<file path="src/rtl/compute_dispatcher.sv">
// compute_dispatcher: accepts one request at a time, launches the selected
// compute unit, and returns either the unit's result or TIMEOUT_WORD if the
// unit does not answer within TIMEOUT_CYCLES wait cycles.
module compute_dispatcher #(
  parameter int unsigned  TIMEOUT_CYCLES = 1024,
  parameter logic [127:0] TIMEOUT_WORD   = {128{1'b1}}
) (
  input  logic         clock,
  input  logic         reset,
  input  logic [127:0] rx_data,
  input  logic [1:0]   op_code,
  input  logic         rx_irq,
  output logic [63:0]  param1,
  output logic [63:0]  param2,
  output logic [3:0]   unit_start,
  input  logic [3:0]   unit_done,
  input  logic [511:0] unit_result,
  output logic [127:0] tx_data,
  output logic         tx_wr,
  output logic         busy,
  output logic         timeout,
  output logic [7:0]   drop_count
);

  localparam int NUM_UNITS = 4;
  localparam int TIMER_W   = 16;
  localparam logic [TIMER_W-1:0] TIMER_LOAD = TIMER_W'(TIMEOUT_CYCLES - 1);

  typedef enum logic [1:0] {S_IDLE, S_LAUNCH, S_WAIT, S_RESPOND} state_e;

  // Per-unit view of the flat result bus
  logic [NUM_UNITS-1:0][127:0] result_w;
  assign result_w = unit_result;

  state_e               state_q, state_d;
  logic [1:0]           op_q, op_d;
  logic [63:0]          param1_q, param1_d;
  logic [63:0]          param2_q, param2_d;
  logic [3:0]           start_q, start_d;
  logic [127:0]         tx_data_q, tx_data_d;
  logic                 tx_wr_q, tx_wr_d;
  logic                 busy_q, busy_d;
  logic                 timeout_q, timeout_d;
  logic [7:0]           drop_q, drop_d;
  logic [TIMER_W-1:0]   timer_q, timer_d;
  logic                 done_hit;

  // Only the launched unit's done bit matters; the others are ignored
  assign done_hit = unit_done[op_q];

  // Next-state and next-output logic; every output is registered
  always_comb begin
    state_d   = state_q;
    op_d      = op_q;
    param1_d  = param1_q;
    param2_d  = param2_q;
    start_d   = 4'b0000;
    tx_data_d = tx_data_q;
    tx_wr_d   = 1'b0;
    timeout_d = timeout_q;
    drop_d    = drop_q;
    timer_d   = timer_q;

    case (state_q)
      S_IDLE: begin
        if (rx_irq) begin
          param1_d = rx_data[127:64];
          param2_d = rx_data[63:0];
          op_d     = op_code;
          start_d  = 4'b0001 << op_code;
          state_d  = S_LAUNCH;
        end
      end
      S_LAUNCH: begin
        timer_d = TIMER_LOAD;
        if (done_hit) begin
          tx_data_d = result_w[op_q];
          tx_wr_d   = 1'b1;
          timeout_d = 1'b0;
          state_d   = S_RESPOND;
        end else begin
          state_d = S_WAIT;
        end
      end
      S_WAIT: begin
        // Completion wins over expiry on the same cycle
        if (done_hit) begin
          tx_data_d = result_w[op_q];
          tx_wr_d   = 1'b1;
          timeout_d = 1'b0;
          state_d   = S_RESPOND;
        end else if (timer_q == '0) begin
          tx_data_d = TIMEOUT_WORD;
          tx_wr_d   = 1'b1;
          timeout_d = 1'b1;
          state_d   = S_RESPOND;
        end else begin
          timer_d = timer_q - 1'b1;
        end
      end
      S_RESPOND: begin
        timeout_d = 1'b0;
        state_d   = S_IDLE;
      end
      default: state_d = S_IDLE;
    endcase

    // Requests arriving while busy are discarded and counted
    if (rx_irq && (state_q != S_IDLE) && (drop_q != 8'hFF))
      drop_d = drop_q + 8'd1;

    busy_d = (state_d != S_IDLE);
  end

  // State and registered outputs
  always_ff @(posedge clock or negedge reset) begin
    if (!reset) begin
      state_q   <= S_IDLE;
      op_q      <= 2'd0;
      param1_q  <= '0;
      param2_q  <= '0;
      start_q   <= 4'b0000;
      tx_data_q <= '0;
      tx_wr_q   <= 1'b0;
      busy_q    <= 1'b0;
      timeout_q <= 1'b0;
      drop_q    <= 8'd0;
      timer_q   <= '0;
    end else begin
      state_q   <= state_d;
      op_q      <= op_d;
      param1_q  <= param1_d;
      param2_q  <= param2_d;
      start_q   <= start_d;
      tx_data_q <= tx_data_d;
      tx_wr_q   <= tx_wr_d;
      busy_q    <= busy_d;
      timeout_q <= timeout_d;
      drop_q    <= drop_d;
      timer_q   <= timer_d;
    end
  end

  assign param1     = param1_q;
  assign param2     = param2_q;
  assign unit_start = start_q;
  assign tx_data    = tx_data_q;
  assign tx_wr      = tx_wr_q;
  assign busy       = busy_q;
  assign timeout    = timeout_q;
  assign drop_count = drop_q;

endmodule

</file>
<file path="config.mk">
export PLATFORM = sky130hd
export DESIGN_NAME = compute_dispatcher
export DESIGN_NICKNAME = d
export VERILOG_FILES = /design/src/rtl/compute_dispatcher.sv
export SDC_FILE = /design/constraint.sdc
export NUM_CORES = 1
export LEC_CHECK = 0
export CELL_PAD_IN_SITES_DETAIL_PLACEMENT = 1
export CELL_PAD_IN_SITES_GLOBAL_PLACEMENT = 2
export CORE_AREA = 2 2 355 357
export DETAILED_ROUTE_END_ITERATION = 16
export DIE_AREA = 0 0 357 359
export DONT_BUFFER_PORTS = 1
export GPL_TIMING_DRIVEN = 0
export PLACE_DENSITY = 0.33
export SLEW_MARGIN = 10
export SYNTH_ARGS = -nofsm -noshare
export SYNTH_HDL_FRONTEND = slang
export SYNTH_SLANG_ARGS = --single-unit
export TNS_END_PERCENT = 1
</file>
<file path="constraint.sdc">
create_clock -name clock -period 5.83 [get_ports clock]
set_input_delay 0.583 -clock clock [delete_from_list [all_inputs] [get_ports clock]]
set_output_delay 0.583 -clock clock [all_outputs]
set_load 0.02 [all_outputs]
</file>
==> After elaboration in Yosys (flattened, before gate mapping) <==
Index checks and enable logic that the tools add are counted.
{ "totals": {"reg_bits": 291, "latch_bits": 0, "ramBits": 0, "rom_bits": 0, "input_bits": 649, "out_inout_bits": 271, "elab_cells": 61, "mem_count": 0} }
{ "op_classes": {"add_sub_neg": 2, "mul": 0, "div_mod_pow": 0, "n_lt_le_gt_ge": 1, "eq_ne": 8, "shifts": 1, "n_mux": 26, "bitwise_logic": 0, "reduce_logical": 12} }
{ "ops": {"columns": ["operator", "n"], "rows": [
  ["128-bit 2-to-1 mux", 4],
  ["128-bit binary-select mux with 2-bit select", 1],
  ["128-bit case mux with 2 select lines", 1],
  ["16-bit 2-to-1 mux", 2],
  ["16-bit case mux with 2 select lines", 1],
  ["16-bit logical NOT", 1],
  ["16-bit by 1-bit subtractor with 16-bit output, second input constant", 1],
  ["3-bit AND reduction", 3],
  ["8-bit by 1-bit adder with 8-bit output, second input constant", 1],
  ["1-bit 2-to-1 mux", 8],
  ["4-bit 2-to-1 mux", 2],
  ["8-bit inequality test, second input constant", 1],
  ["2-bit case mux with 4 select lines", 1],
  ["2-bit 2-to-1 mux", 3],
  ["2-bit inequality test, second input constant", 3],
  ["2-bit nonzero test", 3],
  ["2-bit == test, second input constant", 2],
  ["1-bit by 2-bit << shifter with 4-bit output, first input constant", 1],
  ["2-bit by 3-bit < comparator with 1-bit output, second input constant", 1],
  ["3-bit inequality test, second input constant", 1],
  ["1-bit case mux with 3 select lines", 1],
  ["3-bit nonzero test", 1],
  ["1-bit binary-select mux with 2-bit select", 1],
  ["2-bit by 1-bit == test with 1-bit output, second input constant", 1],
  ["other kinds (4)", 5]
]} }

==> Longest topological paths before layout <==
Gate-level depths: netlist of the first run.
{ "depth": {"word_depth": 5, "mapped_depth": 9, "depth_no_buf": 6} }

==> Worst setup path after synthesis of the first run <==
No wires, ideal clock.
{ "synth_path": {"kind": "reg-to-reg", "startpoint": "reg timer_q[0]", "endpoint": "reg tx_data_q[126] (netlist: tx_data[126])", "setup_ps": 65, "arrival_ps": 2139, "required_time_ps": 5765, "setup_slack_ps": 3626, "stages_incl_launch_ff": 10, "path_buffers": 3, "period_less_slack_ps": 2204, "path_cell_list": "dfrtp_1 inv_1 ha_1 clkbuf_1 nor3b_1 a41oi_4 a21oi_2 buf_2 buf_2 o22a_1"} }
{ "synth_between": {"elab_chain_len": 3} }
{ "synth_lines": {"columns": ["item", "line", "source"], "rows": [
  ["from (decl)", "45", "logic [TIMER_W-1:0] timer_q, timer_d;"],
  ["from (signal assigned)", "140", "timer_q <= timer_d;"],
  ["16-bit logical NOT", "92", "end else if (timer_q == '0) begin"],
  ["3-bit inequality test (no line)", null, null],
  ["3-bit AND reduction (no line)", null, null],
  ["to (signal assigned)", "135", "tx_data_q <= tx_data_d;"],
  ["to (decl)", "40", "logic [127:0] tx_data_q, tx_data_d;"]
]} }
Every way passes these cells.
A chain may end at the register's enable or synchronous reset.

==> Final worst setup path of the first run <==
{ "layout_path": {"startpoint": "reg timer_q[0]", "endpoint": "reg tx_data_q[16] (netlist: tx_data[16])"} }
The elaborated chain is that of the path after synthesis.

==> impl_metrics.xml, run 1 <==
<?xml version="1.0" encoding="UTF-8"?>
<metrics>
  <group name="setup_path">
    <metric name="worst-endpoint-arrival" unit="ps">3960</metric>
    <metric name="crit_cells" unit="">9</metric>
    <metric name="critical_path.most_common_cell" unit="">buf_2</metric>
    <metric name="cp_top_family" unit="">buffers and inverters</metric>
    <metric name="worst-r2r-cell-count" unit="">9</metric>
    <metric name="timing.critical_path.to_type" unit="">flip-flop</metric>
    <metric name="path_cells" unit="">inv_1 &gt; ha_1 &gt; clkbuf_1 &gt; nor3b_1 &gt; a41oi_4 &gt; a21oi_2 &gt; buf_2 &gt; buf_2 &gt; o22a_1</metric>
    <metric name="critical_path.startpoint_type" unit="">flip-flop</metric>
    <metric name="cell_with_the_largest_stage_delay_on_the_worst_path" unit="">nor3b_1</metric>
    <metric name="timing.critical_path.fanout_max" unit="">10</metric>
    <metric name="critPathRequiredTime" unit="ps">6360</metric>
    <metric name="cpPeakStageDelay" unit="ps">530</metric>
    <metric name="cp.buffers_inverters" unit="">4</metric>
    <metric name="timing_worst_setup_path_type" unit="">flip-flop to flip-flop</metric>
  </group>
  <group name="clock_tree">
    <metric name="clkTransAtPathRegs" unit="ps">60</metric>
    <metric name="numCtsBuffers" unit="">40</metric>
    <metric name="postCtsHoldBufs" unit="">3</metric>
    <metric name="clk_latency" unit="ps">590</metric>
    <metric name="ctsHtreeMaxLevel" unit="">2</metric>
    <metric name="cts.sink_count" unit="">291</metric>
    <metric name="cts-root-to-sink-buffers" unit="">3</metric>
    <metric name="post-cts-setup-buffer-count" unit="">0</metric>
    <metric name="cts_root_buf" unit="">clkbuf_16</metric>
    <metric name="tritoncts" unit="">done</metric>
    <metric name="post_cts.resized_instances" unit="">0</metric>
  </group>
  <group name="global_routing">
    <metric name="grt_max_degree" unit="">292</metric>
    <metric name="global_route.usage.total" unit="%">12.4</metric>
    <metric name="grt_first_pass_wirelength" unit="mm">107</metric>
    <metric name="grt_antenna_before_repair" unit="">106</metric>
    <metric name="grt_pass1_vias" unit="">10600</metric>
    <metric name="grt_remaining_overflow" unit="">0</metric>
  </group>
  <group name="synth">
    <metric name="synth.ff_latch_count" unit="">291</metric>
    <metric name="ys_types" unit="">51</metric>
    <metric name="synth_fp_nets" unit="">1573</metric>
    <metric name="synth-main-ff-cell" unit="">dfrtp_1</metric>
    <metric name="main_area_contributors_after_synthesis" unit="">dfrtp_1 (51%), mux4_2 (21%), mux2_2 (10%), o22a_1 (7.9%), clkbuf_1 (1.2%)</metric>
    <metric name="async_reset_ff_share" unit="%">100</metric>
    <metric name="ys_warn_count" unit="">0</metric>
    <metric name="synth_edf_count" unit="">0</metric>
    <metric name="syn_area" unit="sq mm">0.0142</metric>
    <metric name="syn_area_per_cell" unit="sq um">15.4</metric>
    <metric name="library_cell_occupying_the_most_area_in_the_post_synthesis_netlist" unit="">dfrtp_1</metric>
    <metric name="synth_seq_area_share" unit="%">51.4</metric>
    <metric name="syn_inst" unit="">919</metric>
    <metric name="post-synth-top-area-fraction" unit="%">51.4</metric>
  </group>
  <group name="placed_design">
    <metric name="portBuffers" unit="">0</metric>
    <metric name="gp_routability_congestion" unit="">0.830</metric>
    <metric name="dpl.hpwl" unit="mm">69.1</metric>
  </group>
  <group name="sta">
    <metric name="setup_tns" unit="ps">0</metric>
    <metric name="fmaxAchievable" unit="MHz">291</metric>
    <metric name="timing.final.crit_share" unit="%">58.9</metric>
    <metric name="timing_worst_slew_pin_value" unit="ps">1090</metric>
    <metric name="finalSetupViolations" unit="">0</metric>
    <metric name="timing.max_slew.rel_slack" unit="%">27.6</metric>
    <metric name="finalCriticalPeriod" unit="ps">3430</metric>
    <metric name="finalHoldViolations" unit="">291</metric>
    <metric name="final.setup_skew" unit="ps">17.3</metric>
    <metric name="hold_ws" unit="ps">-315</metric>
    <metric name="setup_repair_after_global_routing_missed_its_margin" unit="">no</metric>
    <metric name="slew_violations" unit="">0</metric>
  </group>
  <group name="die">
    <metric name="die_area" unit="sq mm">0.128</metric>
    <metric name="die-width" unit="um">357</metric>
    <metric name="start_util" unit="%">11.4</metric>
    <metric name="site_row_count" unit="">130</metric>
    <metric name="boundaryPins" unit="">920</metric>
    <metric name="vert_die_dim" unit="um">359</metric>
    <metric name="floorplan.core_area" unit="sq mm">0.125</metric>
  </group>
  <group name="cells_and_area">
    <metric name="drive_above_1_share" unit="%">35.6</metric>
    <metric name="syn2layout_area_growth" unit="%">24.1</metric>
    <metric name="layout_common_cells" unit="">dfrtp_1 (291), mux4_2 (129), mux2_2 (129)</metric>
    <metric name="num-nets-final" unit="">1618</metric>
    <metric name="fillers" unit="">14200</metric>
    <metric name="mostFrequentLayoutCell" unit="">dfrtp_1</metric>
  </group>
  <group name="pwr">
    <metric name="internal-power" unit="mW">6.70</metric>
    <metric name="switching_share" unit="%">46.2</metric>
    <metric name="p_comb_share" unit="%">39.2</metric>
    <metric name="power_density" unit="mW/mm^2">709</metric>
    <metric name="ir_drop" unit="mV">0.236</metric>
    <metric name="power_switching" unit="mW">5.76</metric>
    <metric name="leakage" unit="nW">6.15</metric>
    <metric name="clock_network_fraction_of_design_power" unit="%">19.8</metric>
    <metric name="pwr-share-seq" unit="%">41.0</metric>
  </group>
  <group name="routing">
    <metric name="postRouteAntennaNets" unit="">0</metric>
    <metric name="vias_per_cell" unit="">3.72</metric>
    <metric name="routed_wirelength" unit="mm">83.0</metric>
    <metric name="dr.first_iter.drc_count" unit="">618</metric>
    <metric name="detailroute.via_count" unit="">9865</metric>
    <metric name="drt_wl_cell" unit="um">31.3</metric>
    <metric name="detail_route.drc_violations" unit="">0</metric>
    <metric name="drtPass1Iterations" unit="">5</metric>
  </group>
  <group name="run_status">
    <metric name="failed_checks" unit="">hold timing</metric>
    <metric name="outcome" unit="">complete, but fails checks</metric>
  </group>
  <group name="hold_path">
    <metric name="min-delay-path-class" unit="">primary input to asynchronous set/reset pin</metric>
  </group>
  <group name="job">
    <metric name="max_cap_viols" unit="">0</metric>
  </group>
</metrics>
## per-stage QoR
stage / instance area [sq um] / cells / setup slack [ps] / utilization, % / power (mW)
final: 17600 / 2655 / 2400 / 14.1 / 12.5
after global routing: 17600 / 2647 / 2080 / 14.1 / 13.3
after CTS: 17500 / 2644 / 2190 / 14.1 / 12.9
after detailed placement: 16200 / 2569 / 2240 / 13.0 / 10.3
after global placement: 16200 / 2569 / 2160 / 13.0 / 10.2
after floorplan: 14200 / 919 / 3630 / - / 8.18
## area by class of cell
class	count	area, sq um	area share, %
clock buffer	57	1120	6.40
tap	1650	2060	11.7
inverter	7	26.3	0.149
clock inverter	15	159	0.904
antenna	11	27.5	0.157
buffer	82	365	2.08
sequential	291	7280	41.4
multi-input combinational	539	6500	37.0
timing repair buffer	3	30.0	0.171
## worst reg2reg max path: cells and delay by family, from the launching register on
family                     cells  cell delay (ps)
AOI/OAI and AO/OA              3              740
adders and majority gates      1              150
buffers and inverters          4             1500
and+or+nand+nor                1              530
DFF                            1              430
## cell usage after synthesis (2+ instances only)
master,count
o22a_1,128
nand4_1,11
o2bb2ai_1,2
o21a_1,2
o21ai_0,7
nor4_4,2
mux4_2,129
nor2b_1,3
and3_1,4
or2_2,2
nor3_1,9
or3_1,4
or4_1,2
clkbuf_1,46
a41o_1,3
buf_1,12
buf_6,3
nor2_1,22
o311a_1,3
inv_1,7
nor3b_1,3
nor4b_1,2
and2_1,2
nand3_1,6
o211ai_1,3
nor4_1,4
buf_2,20
a21oi_1,3
xnor2_1,3
ha_1,5
a31oi_1,3
xor2_1,4
a311oi_1,5
mux2_2,129
nand2_1,16
and4_1,2
a211o_1,3
a211oi_1,2
dfrtp_1,291
## kinds of logic (layout without fill, tap and decap cells)
group | after synthesis | in the layout | synth area share [%]
compound gates | 172 | 172 | 10.4
xor+xnor | 7 | 7 | 0.433
fa+ha+maj | 5 | 5 | 0.442
buf+inv | 89 | 164 | 2.72
flops | 291 | 291 | 51.4
mux | 258 | 258 | 30.8
other cells | 0 | 11 | 0
simple gates | 97 | 97 | 3.82
## worst paths after layout
path	startpoint	endpoint	slack, ps
setup / recovery	timer_q[0]	tx_data[16]	2400
hold / removal	reset	param2[0]	-310
setup reg to reg	timer_q[0]	tx_data[16]	2400
hold reg to reg	timer_q[9]	timer_q[9]	560
max in group asynchronous	reset	tx_data[81]	5440
min in group clock	rx_data[92]	param1[28]	140
## power by group through the flow
stage          logic, mW  clock network, mW  registers [mW]
2_1_floorplan       3.51                  0            4.68
3_3_place_gp        5.01                  0            5.21
3_5_place_dp        5.09                  0            5.18
4_1_cts             5.10               2.61            5.15
5_1_grt             5.37               2.67            5.27
6_report            4.89               2.47            5.11
## flip-flops by register name (all words and copies together), names as in the netlist
name and flops:
param1 64, busy 1, timeout 1, timer_q 16, tx_data 128, state_q 2
tx_wr 1, unit_start 4, op_q 2, param2 64, drop_count 8
## per-layer routing
metal | wire, um | global-route usage, % | part of all wire, % | vias to the layer above
met1 | 28200 | 12.6 | 34 | 4989
met3 | 10400 | 6.58 | 13 | 248
li1 | - | - | - | 3812
met2 | 41200 | 22.2 | 50 | 768
met5 | 326 | 0 | 0.39 | -
met4 | 2950 | 3.06 | 3.6 | 48
Note: power is estimated with default switching activity, not from simulation.
==> run 2: changes to the inputs <==
- CORE_AREA: 2 2 355 357 -> 2 2 356 358
- DIE_AREA: 0 0 357 359 -> 0 0 358 360
- clock period: 5.83 -> 3.1 ns (I/O delays scaled with it)
==> run 2 against run 1 <==
Effect of this change: die area rose by 0.56%; design area rose by 12%; maximum frequency rose by 20%; utilization rose by 1.6 points; highest routed layer unchanged; sequential power rose by 92%; the flow still finishes with violations (hold timing).
==> impl_metrics.xml, run 2 (synthesis gave the netlist of run 1 again) <==
<?xml version="1.0" encoding="UTF-8"?>
<metrics>
  <group name="setup_path">
    <metric name="crit_path_end" unit="">tx_data[62]</metric>
    <metric name="cp.buffers_inverters" unit="">3</metric>
    <metric name="worst_setup_path_startpoint" unit="">op_q[0]</metric>
    <metric name="timing.critical_path.fanout_max" unit="">10</metric>
    <metric name="critPathRequiredTime" unit="ps">3630</metric>
    <metric name="worst-endpoint-arrival" unit="ps">3390</metric>
    <metric name="timing_worst_setup_path_type" unit="">flip-flop to flip-flop</metric>
    <metric name="timing.reg2reg.setup_slack" unit="ps">240</metric>
    <metric name="cell_with_the_largest_stage_delay_on_the_worst_path" unit="">mux4_2</metric>
    <metric name="path_cells" unit="">buf_2 &gt; mux4_2 &gt; o21ai_2 &gt; buf_2 &gt; buf_1 &gt; o22a_1</metric>
    <metric name="r2r_end" unit="">tx_data[62]</metric>
    <metric name="cpPeakStageDelay" unit="ps">730</metric>
    <metric name="timing.critical_path.to_type" unit="">flip-flop</metric>
    <metric name="crit_cells" unit="">6</metric>
    <metric name="critical_path.most_common_cell" unit="">buf_2</metric>
    <metric name="worst-r2r-cell-count" unit="">6</metric>
    <metric name="worst_reg2reg_startpoint" unit="">op_q[0]</metric>
    <metric name="cp_top_family" unit="">buffers and inverters</metric>
    <metric name="critical_path.startpoint_type" unit="">flip-flop</metric>
  </group>
  <group name="sta">
    <metric name="timing_worst_slew_pin_value" unit="ps">1050</metric>
    <metric name="timing.final.crit_share" unit="%">92.2</metric>
    <metric name="finalSetupViolations" unit="">0</metric>
    <metric name="finalHoldViolations" unit="">291</metric>
    <metric name="timing.max_slew.rel_slack" unit="%">30.3</metric>
    <metric name="fmaxAchievable" unit="MHz">350</metric>
    <metric name="final.setup_skew" unit="ps">34.1</metric>
    <metric name="setup_repair_after_global_routing_missed_its_margin" unit="">no</metric>
    <metric name="slew_violations" unit="">0</metric>
    <metric name="finalCriticalPeriod" unit="ps">2860</metric>
    <metric name="hold_ws" unit="ps">-591</metric>
  </group>
  <group name="die">
    <metric name="die-width" unit="um">358</metric>
    <metric name="start_util" unit="%">11.3</metric>
    <metric name="boundaryPins" unit="">920</metric>
    <metric name="site_row_count" unit="">130</metric>
    <metric name="floorplan.core_area" unit="sq mm">0.125</metric>
    <metric name="vert_die_dim" unit="um">360</metric>
    <metric name="die_area" unit="sq mm">0.129</metric>
  </group>
  <group name="pwr">
    <metric name="switching_share" unit="%">46.5</metric>
    <metric name="power" unit="mW">24.6</metric>
    <metric name="leakage" unit="nW">7.04</metric>
    <metric name="clock_network_fraction_of_design_power" unit="%">20.8</metric>
    <metric name="pwr-share-seq" unit="%">39.9</metric>
    <metric name="p_comb_share" unit="%">39.4</metric>
    <metric name="ir_drop" unit="mV">0.418</metric>
    <metric name="power_density" unit="mW/mm^2">1250</metric>
    <metric name="power_switching" unit="mW">11.5</metric>
    <metric name="internal-power" unit="mW">13.2</metric>
  </group>
  <group name="routing">
    <metric name="detailroute.via_count" unit="">10600</metric>
    <metric name="detail_route.drc_violations" unit="">0</metric>
    <metric name="vias_per_cell" unit="">3.71</metric>
    <metric name="dr.first_iter.drc_count" unit="">586</metric>
    <metric name="drtPass1Iterations" unit="">5</metric>
    <metric name="routed_wirelength" unit="mm">90.8</metric>
    <metric name="postRouteAntennaNets" unit="">0</metric>
    <metric name="drt_wl_cell" unit="um">31.8</metric>
  </group>
  <group name="clock_tree">
    <metric name="cts.sink_count" unit="">291</metric>
    <metric name="numCtsBuffers" unit="">44</metric>
    <metric name="postCtsHoldBufs" unit="">187</metric>
    <metric name="tritoncts" unit="">done</metric>
    <metric name="cts-root-to-sink-buffers" unit="">3</metric>
    <metric name="post-cts-setup-buffer-count" unit="">0</metric>
    <metric name="ctsHtreeMaxLevel" unit="">2</metric>
    <metric name="cts_root_buf" unit="">clkbuf_16</metric>
    <metric name="clk_latency" unit="ps">610</metric>
    <metric name="clkTransAtPathRegs" unit="ps">60</metric>
  </group>
  <group name="cells_and_area">
    <metric name="drive_above_1_share" unit="%">31.8</metric>
    <metric name="syn2layout_area_growth" unit="%">38.6</metric>
    <metric name="number_of_standard_cells_in_the_final_layout_excluding_fillers" unit="">2852</metric>
    <metric name="mostFrequentLayoutCell" unit="">dfrtp_1</metric>
    <metric name="layout_common_cells" unit="">dfrtp_1 (291), dlygate4sd3_1 (187), mux4_2 (129), mux2_2 (129), o22a_1 (128)</metric>
    <metric name="utilization" unit="%">15.7</metric>
    <metric name="num-nets-final" unit="">1805</metric>
    <metric name="largest_reg_flops" unit="">128</metric>
  </group>
  <group name="global_routing">
    <metric name="grt_antenna_before_repair" unit="">90</metric>
    <metric name="global_route.usage.total" unit="%">13.6</metric>
    <metric name="grt_max_degree" unit="">292</metric>
    <metric name="grt_first_pass_wirelength" unit="mm">116</metric>
    <metric name="grt_pass1_vias" unit="">11900</metric>
    <metric name="grt_remaining_overflow" unit="">0</metric>
  </group>
  <group name="placed_design">
    <metric name="gp_routability_congestion" unit="">0.861</metric>
    <metric name="portBuffers" unit="">0</metric>
    <metric name="dpl.hpwl" unit="mm">74.4</metric>
    <metric name="dpl.cell_count" unit="">2569</metric>
  </group>
  <group name="run_status">
    <metric name="outcome" unit="">complete, but fails checks</metric>
    <metric name="failed_checks" unit="">hold timing</metric>
  </group>
  <group name="job">
    <metric name="max_cap_viols" unit="">0</metric>
  </group>
  <group name="hold_path">
    <metric name="min-delay-path-class" unit="">primary input to asynchronous set/reset pin</metric>
  </group>
</metrics>
==> run 2: cell types whose count changed in the layout (fill, tap and decap cells not counted), moves of 2 or more <==
cell           change
clkbuf_2          +11
buf_1              -3
clkbuf_1          -11
clkbuf_16          +4
buf_4              +3
clkinvlp_4         +3
diode_2            +6
clkinv_2           -2
dlygate4sd3_1    +184
==> run 2: repair_timing <==
item / CTS / global route
cloned: 0 / 0
setup endpoints to repair: 153 / 92
endpoints found under the hold margin: 443 / 291
gates resized for setup: 21 / 0
==> run 2: worst min path at each step <==
stage,to,from,cells after the start
after floorplan,busy,reset,0
after global routing,param2[48],reset,0
after global placement,param2[48],reset,0
after CTS,param2[48],reset,0
final,param2[48],reset,0
after detailed placement,param2[48],reset,0
==> run 2: worst register-to-register path, delay by kind of cell, from the launching register on <==
family          cells  cell delay (ps)
flops               1              310
mux                 1              730
buf+inv             3             1190
compound gates      2              540
==> run 2: routing by layer <==
metal | global-route usage [%] | up-vias | part of all wire, %
met5 | 0 | - | 0.46
met4 | 2.91 | 66 | 2.8
met3 | 7.37 | 242 | 13
met2 | 25.1 | 731 | 52
met1 | 13.1 | 5343 | 32
li1 | - | 4196 | -
==> run 2: power groups by stage <==
stage	Clock, mW	Sequential, mW	Combinational (mW)
global route	5.53	10.1	10.6
floorplan	0	8.80	6.59
detailed placement	0	9.95	9.81
CTS	5.41	9.90	10.1
finish	5.12	9.82	9.69
global placement	0	9.99	9.65
==> run 2: final cells by class <==
class,count,area [sq um]
fillers,14000,105000
flip-flops and latches,291,7280
multi-input cells,539,6510
well taps,1650,2060
repair buffers,187,1870
clock buffers,63,1240
plain buffers,81,393
clock inverters,17,201
diodes,17,42.5
inverters,7,26.3
==> run 2: metrics by stage <==
stage / setup slack, ps / hold slack [ps] / TNS (ps) / cell area [sq um]
after detailed placement: -486 / 24.1 / -37810 / 16200
final: 240 / -591 / 0 / 19600
after CTS: 20.1 / -667 / 0 / 19600
after floorplan: 896 / 14.4 / 0 / 14200
after global routing: 22.9 / -652 / 0 / 19600
after global placement: -874 / 27.3 / -43690 / 16200
==> run 3: changes to the inputs <==
- CELL_PAD_IN_SITES_DETAIL_PLACEMENT: 1 -> not set
- CELL_PAD_IN_SITES_GLOBAL_PLACEMENT: 2 -> not set
- CORE_AREA: 2 2 356 358 -> 2 2 361 363
- DIE_AREA: 0 0 358 360 -> 0 0 363 365
- PLACE_DENSITY: 0.33 -> 0.3
- clock period: 3.1 -> 2.3 ns (I/O delays scaled with it)
==> run 3 against run 2 <==
Effect of this change: the flow finishes with violations (hold timing, slew limit); cell count up 12%; total power grew 38%; sequential power increased by 33%; hold slack got worse by 42 ps; utilization increased by 2.3 points; critical endpoint is now tx_data[82]; largest cell class unchanged; highest routed layer unchanged.
==> impl_metrics.xml, run 3 (synthesis gave the netlist of run 1 again) <==
<?xml version="1.0" encoding="UTF-8"?>
<metrics>
  <group name="sta">
    <metric name="slew_violations" unit="">52</metric>
    <metric name="fmaxAchievable" unit="MHz">446</metric>
    <metric name="timing.final.crit_share" unit="%">97.4</metric>
    <metric name="finalHoldViolations" unit="">291</metric>
    <metric name="hold_ws" unit="ps">-633</metric>
    <metric name="post-route-worst-setup-slack" unit="ps">59.1</metric>
    <metric name="setup_repair_after_global_routing_missed_its_margin" unit="">yes</metric>
    <metric name="timing.max_slew.rel_slack" unit="%">-4.51</metric>
    <metric name="finalCriticalPeriod" unit="ps">2240</metric>
    <metric name="finalSetupViolations" unit="">0</metric>
    <metric name="final.setup_skew" unit="ps">23.2</metric>
    <metric name="timing_worst_slew_pin_value" unit="ps">1570</metric>
  </group>
  <group name="global_routing">
    <metric name="grt_antenna_before_repair" unit="">88</metric>
    <metric name="global_route.usage.total" unit="%">12.6</metric>
    <metric name="grt_first_pass_wirelength" unit="mm">113</metric>
    <metric name="grt_remaining_overflow" unit="">0</metric>
    <metric name="grt_pass1_vias" unit="">12900</metric>
    <metric name="grt_max_degree" unit="">292</metric>
  </group>
  <group name="placed_design">
    <metric name="portBuffers" unit="">0</metric>
    <metric name="worst_setup_slack_post_dpl" unit="ps">-1270</metric>
    <metric name="gp_routability_congestion" unit="">0.960</metric>
    <metric name="dpl.hpwl" unit="mm">73.0</metric>
  </group>
  <group name="setup_path">
    <metric name="r2r_end" unit="">tx_data[82]</metric>
    <metric name="timing.reg2reg.setup_slack" unit="ps">60</metric>
    <metric name="timing.critical_path.fanout_max" unit="">10</metric>
    <metric name="timing_worst_setup_path_type" unit="">flip-flop to flip-flop</metric>
    <metric name="critical_path.startpoint_type" unit="">flip-flop</metric>
    <metric name="timing.critical_path.to_type" unit="">flip-flop</metric>
    <metric name="worst-endpoint-arrival" unit="ps">2700</metric>
    <metric name="critPathRequiredTime" unit="ps">2760</metric>
    <metric name="worst-r2r-cell-count" unit="">5</metric>
    <metric name="worst_reg2reg_startpoint" unit="">op_q[0]</metric>
  </group>
  <group name="die">
    <metric name="site_row_count" unit="">132</metric>
    <metric name="vert_die_dim" unit="um">365</metric>
    <metric name="start_util" unit="%">11.0</metric>
    <metric name="floorplan.core_area" unit="sq mm">0.129</metric>
    <metric name="boundaryPins" unit="">920</metric>
    <metric name="die-width" unit="um">363</metric>
    <metric name="die_area" unit="sq mm">0.132</metric>
  </group>
  <group name="clock_tree">
    <metric name="numCtsBuffers" unit="">39</metric>
    <metric name="clk_latency" unit="ps">590</metric>
    <metric name="cts_root_buf" unit="">clkbuf_16</metric>
    <metric name="ctsHtreeMaxLevel" unit="">2</metric>
    <metric name="clkTransAtPathRegs" unit="ps">60</metric>
    <metric name="cts-root-to-sink-buffers" unit="">3</metric>
    <metric name="tritoncts" unit="">done</metric>
    <metric name="cts.sink_count" unit="">291</metric>
  </group>
  <group name="cells_and_area">
    <metric name="num-nets-final" unit="">2126</metric>
    <metric name="mostFrequentLayoutCell" unit="">dlygate4sd3_1</metric>
    <metric name="largest_reg_flops" unit="">128</metric>
    <metric name="drive_above_1_share" unit="%">26.8</metric>
    <metric name="fillers" unit="">14000</metric>
    <metric name="register_cell_area_after_layout" unit="sq mm">0.00728</metric>
    <metric name="utilization" unit="%">18.0</metric>
    <metric name="multi_input_comb_area" unit="sq mm">0.00657</metric>
    <metric name="syn2layout_area_growth" unit="%">63.2</metric>
    <metric name="layout_common_cells" unit="">dlygate4sd3_1 (510), dfrtp_1 (291), mux4_2 (129), mux2_2 (129), o22a_1 (128)</metric>
  </group>
  <group name="routing">
    <metric name="dr.first_iter.drc_count" unit="">729</metric>
    <metric name="drt_wl_cell" unit="um">27.8</metric>
    <metric name="detailroute.via_count" unit="">12100</metric>
    <metric name="postRouteAntennaNets" unit="">0</metric>
    <metric name="drtPass1Iterations" unit="">4</metric>
    <metric name="routed_wirelength" unit="mm">89.2</metric>
    <metric name="vias_per_cell" unit="">3.77</metric>
    <metric name="detail_route.drc_violations" unit="">0</metric>
  </group>
  <group name="pwr">
    <metric name="ir_drop" unit="mV">0.623</metric>
    <metric name="leakage" unit="nW">8.48</metric>
    <metric name="power_density" unit="mW/mm^2">1470</metric>
  </group>
  <group name="job">
    <metric name="max_cap_viols" unit="">0</metric>
  </group>
  <group name="run_status">
    <metric name="outcome" unit="">complete, but fails checks</metric>
    <metric name="failed_checks" unit="">hold timing, slew limit</metric>
  </group>
  <group name="hold_path">
    <metric name="min-delay-path-class" unit="">primary input to asynchronous set/reset pin</metric>
  </group>
</metrics>
[run 3: cell types whose count changed in the layout (fill, tap and decap cells not counted), sizes merged]
cell         before  now
buf              35   37
bufinv            3    2
clkbuf          108  104
clkinvlp          3    1
diode            17   32
dlygate4sd3     187  510
inv              10    8
[run 3: worst max-delay path by stage]
stage | start | end | depth (start not counted)
global placement | timer_q[0] | tx_data[126] | 9
CTS | timer_q[0] | tx_data[14] | 8
detailed placement | op_q[0] | tx_data[34] | 6
floorplan | timer_q[0] | tx_data[126] | 9
global route | op_q[0] | tx_data[90] | 7
finish | op_q[0] | tx_data[82] | 5
[run 3: cell type report]
class / instances / share of cell area, %
Sequential cell: 291 / 31.5
Multi-Input combinational cell: 539 / 28.4
Timing Repair Buffer: 514 / 22.3
Tap cell: 1675 / 9.06
Clock buffer: 58 / 5.18
Buffer: 80 / 2.59
Clock inverter: 12 / 0.568
Antenna cell: 32 / 0.346
Inverter: 7 / 0.114
[run 3: what timing repair did]
item | 4_1_cts | 5_1_grt
pin swaps | 3 | 3
resized for setup | 99 | 24
setup buffers | 3 | 0
setup endpoints to repair | 245 | 225
hold buffers | 509 | 1
endpoints found under the hold margin | 522 | 292
[run 3: through the flow]
stage	total power [mW]	TNS (ps)	hold slack (ps)	cell area, sq um	std cells
after floorplan	20.7	0	-65.6	14200	919
after global routing	35.9	-1930	-700	23100	3200
final	34.0	0	-633	23100	3208
after global placement	26.2	-192120	-51.8	16300	2594
after detailed placement	26.4	-196210	-51.2	16300	2595
after CTS	34.6	-18.8	-745	23000	3175
[run 3: worst max-delay path, cell delays in order (launching register included)]
cell and delay (ps):
dfrtp_1 320, buf_4 140, buf_4 360, clkbuf_2 420, mux4_2 610, o22a_1 200
[run 3: metal layers]
metal	share of wire [%]	vias up	GRT usage [%]
met2	49	839	21.9
met4	4.0	42	4.44
li1	-	4850	-
met5	0.31	-	1.05
met3	11	216	5.39
met1	35	6144	13.5
[run 3: report_power, final]
group          internal, mW  total (mW)  switching [mW]
logic                  7.10        14.5            7.40
registers              7.65        13.1            5.46
clock network          3.83        6.38            2.56
total                  18.6        34.0            15.4
